==> config.mk <==
export PLATFORM = sky130hd
export DESIGN_NAME = a2d_spi_resp_flat
export DESIGN_NICKNAME = d
export VERILOG_FILES = /design/src/rtl/a2d_spi_resp_if.sv /design/src/rtl/a2d_spi_resp.sv /design/src/flat_wrapper.sv
export SDC_FILE = /design/constraint.sdc
export NUM_CORES = 1
export LEC_CHECK = 0
export CAP_MARGIN = 20
export CORE_ASPECT_RATIO = 1.2
export CORE_MARGIN = 10
export CORE_UTILIZATION = 46
export CTS_CLUSTER_SIZE = 25
export DETAILED_ROUTE_END_ITERATION = 10
export PLACE_DENSITY_LB_ADDON = 0.3
export SLEW_MARGIN = 0
export SYNTH_ARGS = -nofsm -noshare
export SYNTH_HDL_FRONTEND = slang
export SYNTH_SLANG_ARGS = --single-unit
export TNS_END_PERCENT = 10
==> constraint.sdc <==
create_clock -name clk -period 2.8 [get_ports clk]
set_input_delay 0.42 -clock clk [delete_from_list [all_inputs] [get_ports clk]]
set_output_delay 0.42 -clock clk [all_outputs]
set_load 0.02 [all_outputs]
==> src/rtl/a2d_spi_resp_if.sv <==
// SPI link between the monarch and the A2D responder model.
// The monarch drives SS_n/SCLK/MOSI and the responder drives MISO.
interface a2d_spi_resp_if;
    logic SS_n;
    logic SCLK;
    logic MOSI;
    logic MISO;

    modport master (output SS_n, output SCLK, output MOSI, input MISO);
    modport slave  (input SS_n, input SCLK, input MOSI, output MISO);
endinterface

==> src/rtl/a2d_spi_resp.sv <==
// SPI responder modelling an 8-channel 12-bit A2D converter. Each 16-bit frame latches a channel
// command from MOSI and returns, on MISO, the value of the channel commanded in the previous frame.
module a2d_spi_resp #(
    parameter int NUM_CH      = 8,
    parameter int DATA_W      = 12,
    parameter int SYNC_STAGES = 2
) (
    input  logic                     clk,
    input  logic                     rst,
    a2d_spi_resp_if.slave            spi,
    input  logic [NUM_CH*DATA_W-1:0] ch_data,
    output logic [2:0]               chnl,
    output logic [15:0]              rx_cmd,
    output logic                     frm_vld,
    output logic                     frm_err,
    output logic [1:0]               state_dbg
);
    // Frame results are one-clock pulses with no back-pressure:
    // frm_vld means rx_cmd/chnl took a new value on that clock; frm_err means the frame was discarded.
    typedef enum logic [1:0] {IDLE = 2'd0, ARMED = 2'd1, SHIFT = 2'd2} state_t;

    state_t state_q, state_d;

    logic [SYNC_STAGES-1:0] ss_sync, sclk_sync, mosi_sync, fill;
    logic                   ss_d, sclk_d;
    logic                   ss_s, sclk_s, mosi_s;
    logic                   ss_fall, ss_rise, sclk_rise;

    logic [15:0] tx_shft, tx_d;
    logic [15:0] rx_shft, rx_d;
    logic [4:0]  bit_cnt, cnt_d;
    logic        vld_d, err_d;
    logic [DATA_W-1:0] ch_sel;

    assign ss_s      = ss_sync[SYNC_STAGES-1];
    assign sclk_s    = sclk_sync[SYNC_STAGES-1];
    assign mosi_s    = mosi_sync[SYNC_STAGES-1];
    assign ss_fall   = ss_d & ~ss_s;
    assign ss_rise   = ~ss_d & ss_s;
    assign sclk_rise = ~sclk_d & sclk_s;

    // fill marks when the synchronizers hold real samples rather than their reset levels,
    // so a frame already in progress at reset is not mistaken for a new one.
    always_ff @(posedge clk or posedge rst) begin
        if (rst) begin
            ss_sync   <= '1;
            sclk_sync <= '1;
            mosi_sync <= '0;
            fill      <= '0;
            ss_d      <= 1'b1;
            sclk_d    <= 1'b1;
        end else begin
            ss_sync   <= {ss_sync[SYNC_STAGES-2:0], spi.SS_n};
            sclk_sync <= {sclk_sync[SYNC_STAGES-2:0], spi.SCLK};
            mosi_sync <= {mosi_sync[SYNC_STAGES-2:0], spi.MOSI};
            fill      <= {fill[SYNC_STAGES-2:0], 1'b1};
            ss_d      <= ss_s;
            sclk_d    <= sclk_s;
        end
    end

    // Unpopulated channel numbers read as zero.
    always_comb begin
        ch_sel = '0;
        for (int k = 0; k < NUM_CH; k++) begin
            if (chnl == 3'(k)) ch_sel = ch_data[k*DATA_W +: DATA_W];
        end
    end

    always_comb begin
        state_d = state_q;
        tx_d    = tx_shft;
        rx_d    = rx_shft;
        cnt_d   = bit_cnt;
        vld_d   = 1'b0;
        err_d   = 1'b0;
        case (state_q)
            IDLE: begin
                if (fill[SYNC_STAGES-1] && ss_s) state_d = ARMED;
            end
            ARMED: begin
                if (ss_fall) begin
                    state_d = SHIFT;
                    tx_d    = {{(16-DATA_W){1'b0}}, ch_sel};
                    cnt_d   = 5'd0;
                end
            end
            SHIFT: begin
                if (sclk_rise) begin
                    rx_d  = {rx_shft[14:0], mosi_s};
                    tx_d  = {tx_shft[14:0], 1'b0};
                    cnt_d = (bit_cnt == 5'd31) ? 5'd31 : bit_cnt + 5'd1;
                end
                // A simultaneous SCLK rise is already folded into cnt_d/rx_d here.
                if (ss_rise) begin
                    state_d = ARMED;
                    if (cnt_d == 5'd16) vld_d = 1'b1;
                    else                err_d = 1'b1;
                end
            end
            default: state_d = IDLE;
        endcase
    end

    always_ff @(posedge clk or posedge rst) begin
        if (rst) begin
            state_q <= IDLE;
            tx_shft <= '0;
            rx_shft <= '0;
            bit_cnt <= '0;
            rx_cmd  <= '0;
            chnl    <= '0;
            frm_vld <= 1'b0;
            frm_err <= 1'b0;
        end else begin
            state_q <= state_d;
            tx_shft <= tx_d;
            rx_shft <= rx_d;
            bit_cnt <= cnt_d;
            frm_vld <= vld_d;
            frm_err <= err_d;
            if (vld_d) begin
                rx_cmd <= rx_d;
                chnl   <= rx_d[13:11];
            end
        end
    end

    assign spi.MISO  = (state_q == SHIFT) ? tx_shft[15] : 1'b0;
    assign state_dbg = state_q;
endmodule

==> src/flat_wrapper.sv <==
// flat-port wrapper written by rule: the top's interface ports become plain ports
module a2d_spi_resp_flat 
#(
    parameter int NUM_CH      = 8,
    parameter int DATA_W      = 12,
    parameter int SYNC_STAGES = 2
)
  (clk, rst, ch_data, chnl, rx_cmd, frm_vld, frm_err, state_dbg, spi_SS_n, spi_SCLK, spi_MOSI, spi_MISO);
  a2d_spi_resp_if spi_i ();
  input  logic clk;
  input  logic rst;
  input  logic [NUM_CH*DATA_W-1:0] ch_data;
  output logic [2:0] chnl;
  output logic [15:0] rx_cmd;
  output logic frm_vld;
  output logic frm_err;
  output logic [1:0] state_dbg;
  input wire logic [$bits(spi_i.SS_n)-1:0] spi_SS_n;
  input wire logic [$bits(spi_i.SCLK)-1:0] spi_SCLK;
  input wire logic [$bits(spi_i.MOSI)-1:0] spi_MOSI;
  output wire logic [$bits(spi_i.MISO)-1:0] spi_MISO;
  assign spi_i.SS_n = spi_SS_n;
  assign spi_i.SCLK = spi_SCLK;
  assign spi_i.MOSI = spi_MOSI;
  assign spi_MISO = spi_i.MISO;
  a2d_spi_resp #(.NUM_CH(NUM_CH), .DATA_W(DATA_W), .SYNC_STAGES(SYNC_STAGES)) u_core (.clk(clk), .rst(rst), .spi(spi_i), .ch_data(ch_data), .chnl(chnl), .rx_cmd(rx_cmd), .frm_vld(frm_vld), .frm_err(frm_err), .state_dbg(state_dbg));
endmodule
==> qor.csv <==
metric,value,unit
status,finished clean,
WP data arrival,2070,ps
worst r2r dst,u_core.rx_cmd[3],
setup tns final,0,ps
Placer Congestion,0.797,
via-per-instance ratio,5.69,
"commonest non-fill, non-tap cell in the layout",clkdlybuf4s50_1,
Worst Path Required,2380,ps
Core Rows,35,
minimum clock period,2490,ps
aggregate global-route resource usage,17.6,%
Die Wd,101,µm
Die Y,118,µm
Final Hold Fails,0,
CTS H-tree depth,3,
global-route wire length before repair,17000,µm
layout cells sized above 1,13.9,%
Worst Reg-to-Reg Cells,5,
mapped cell area,3660,µm²
largest net degree at the start of global routing,68,
Hold Path Class,flip-flop to flip-flop,
routed via count,3139,
final setup fails,0,
Final HPWL DP,8340,µm
hold path endpoint,u_core.fill[1],
wire length on met1,4010,µm
Avg Synthesized Cell Area,10.9,µm²
Routed WL,10400,µm
CTS sink count,67,
Die ar.,12000,µm²
final setup margin,311,ps
clk_skew,9.40,ps
vias in the first global route,3307,
fin crit share,88.9,%
Worst-path clk slew,70,ps
Storage cell area,1680,µm²
met2 wire length,5390,µm
CTS Hold Bufs,0,
met3 wire length,860,µm
Non-Filler Instances,552,
total gr overflow,0,
Clock Path Buffers,2,
DRC Markers,0,
worst reg2reg path startpoint,u_core.bit_cnt[0],
IO Pins,125,
Top Metal Used,met4,
"Primary FF master, synth",dfrtp_1,
Synth-to-Final Area Change,40.6,%
peak supply drop,0.000339,V
IO buf count,124,
PostCTS Resize Cnt,0,
CTS Buf Count,9,
Finished Cell Area,5150,µm²
maximum fanout along the worst path,13,
number of library cell types mapped by synthesis,51,
pwr/cell area,570,nW/µm²
Antenna Violating Nets Remaining,0,
root buffer cell,clkbuf_8,
postcts setup bufs,0,
initial antenna violation count,0,
layout filler cell count,593,
Worst-Skew Late Latency,340,ps
WL/cell,18.9,µm
Synth Warn #,0,
dpl cell area,4970,µm²
"Slew Viols, Final",0,
reg2reg setup slack,540,ps
CTS tree,built,
Max Freq,402,MHz
most frequent cells in the layout,"clkdlybuf4s50_1, dfrtp_1, inv_1, nand2_1, mux2i_1",
relative slew slack,47.8,%
Max Cap Viol,0,
Critical Path Sink Type,output port,
Detailed Routing Iterations Pass 1,5,
Setup CP Type,flip-flop to output port,
share of the yosys chip area belonging to registers,46.0,%
Initial Util,47.5,%
Cells after Synth,336,
min-delay src,u_core.fill[0],
dpl ws,544,ps
Post-synth EDFFs,0,
Synth Net Count,443,
Placed Cells,536,
leakage power,2.32,nW
ANT cells,0,
Post-synth ARST share,100,%
#FFs+latches synth,67,
worst hold stages,0,
RSZ-0062 raised after global routing,false,
DRT iter0 DRCs,151,
area of the multi-input gates,1710,µm²
core area,7710,µm²
crit start category,flip-flop,
Worst-Margin Slew,782,ps
Nets,562,
==> critical path: stages, from the launching register on <==
cell             delay (ps)
dfrtp_1                 440
inv_1                   100
ha_1                    400
and2_1                  190
clkdlybuf4s50_1         600
==> stage by stage <==
step	power [W]	hold slack [ps]	util (%)
after detailed placement	0.00222	343	64.5
after floorplan	0.00185	331	-
after global placement	0.00218	337	64.5
final	0.00294	356	66.9
after CTS	0.00296	355	66.9
after global routing	0.00313	361	66.9
==> area by class of cell <==
cell class | instances | area share [%]
clock buffer | 9 | 2.40
clock inverter | 7 | 1.12
inverter | 38 | 2.77
multi-input combinational | 206 | 33.1
sequential | 67 | 32.7
tap | 92 | 2.23
timing repair buffer | 133 | 25.6
==> layer usage <==
layer  track usage, %  vias to the layer above
met1             19.2                     1535
met5                0                        -
met4             5.93                        0
met3             7.75                       12
met2             29.4                      112
li1                 -                     1480
==> synth_stat cells (all sizes together) (2+ instances only) <==
master | instances | area share (%)
a2111oi | 2 | 0.99
a21o | 2 | 0.41
a21oi | 6 | 0.82
a221o | 12 | 3.3
a22o | 4 | 0.96
a22oi | 17 | 3.6
a31oi | 13 | 2.2
a41oi | 2 | 0.48
and2 | 2 | 0.34
and4b | 2 | 0.58
buf | 12 | 2.2
clkbuf | 13 | 1.3
dfrtp | 61 | 42
dfstp | 6 | 4.3
ha | 6 | 2.0
inv | 38 | 3.9
mux2 | 15 | 4.6
mux2i | 18 | 4.9
mux4 | 11 | 6.8
nand2 | 19 | 1.9
nand2b | 5 | 0.85
nand3 | 2 | 0.27
nand3b | 2 | 0.41
nand4 | 4 | 0.68
nor2 | 12 | 1.2
nor2b | 6 | 1.0
o21ai | 14 | 1.9
o22a | 3 | 0.72
o22ai | 12 | 2.0
==> worst max path at each step <==
stage,slack (ps),cells past startpoint,startpoint,end
finish,310,4,u_core.state_dbg[0],spi_MISO
global route,170,4,u_core.state_dbg[0],spi_MISO
CTS,290,4,u_core.state_dbg[0],spi_MISO
detailed placement,540,5,u_core.bit_cnt[0],u_core.rx_cmd[6]
global placement,710,4,u_core.state_dbg[0],spi_MISO
floorplan,700,7,u_core.state_dbg[0],u_core.rx_cmd[10]
==> flip-flops by register name (all words and copies together) (netlist names), 2 cells and up <==
| name | count |
|---|---|
| u_core.mosi_sync | 2 |
| u_core.bit_cnt | 5 |
| u_core.ss_sync | 2 |
| u_core.fill | 2 |
| u_core.rx_shft | 16 |
| u_core.state_dbg | 2 |
| u_core.rx_cmd | 16 |
| u_core.tx_shft | 16 |
| u_core.sclk_sync | 2 |
==> where the power goes <==
| part | total, W | internal (W) | switching [W] | leakage, nW |
|---|---|---|---|---|
| combinational | 0.000971 | 0.000490 | 0.000481 | 1.38 |
| sequential | 0.00123 | 0.00113 | 0.0000997 | 0.863 |
| clock | 0.000737 | 0.000331 | 0.000405 | 0.0829 |
==> cells by family after synthesis <==
group / Yosys count / synth area share (%)
AOI/OAI and AO/OA: 96 / 19.7
DFF: 67 / 46.0
buffers and inverters: 63 / 7.44
and+or+nand+nor: 59 / 8.50
muxes: 44 / 16.3
adders and majority gates: 6 / 2.05
other: 1 / 0.102
Note: power is estimated with default switching activity, not from simulation.
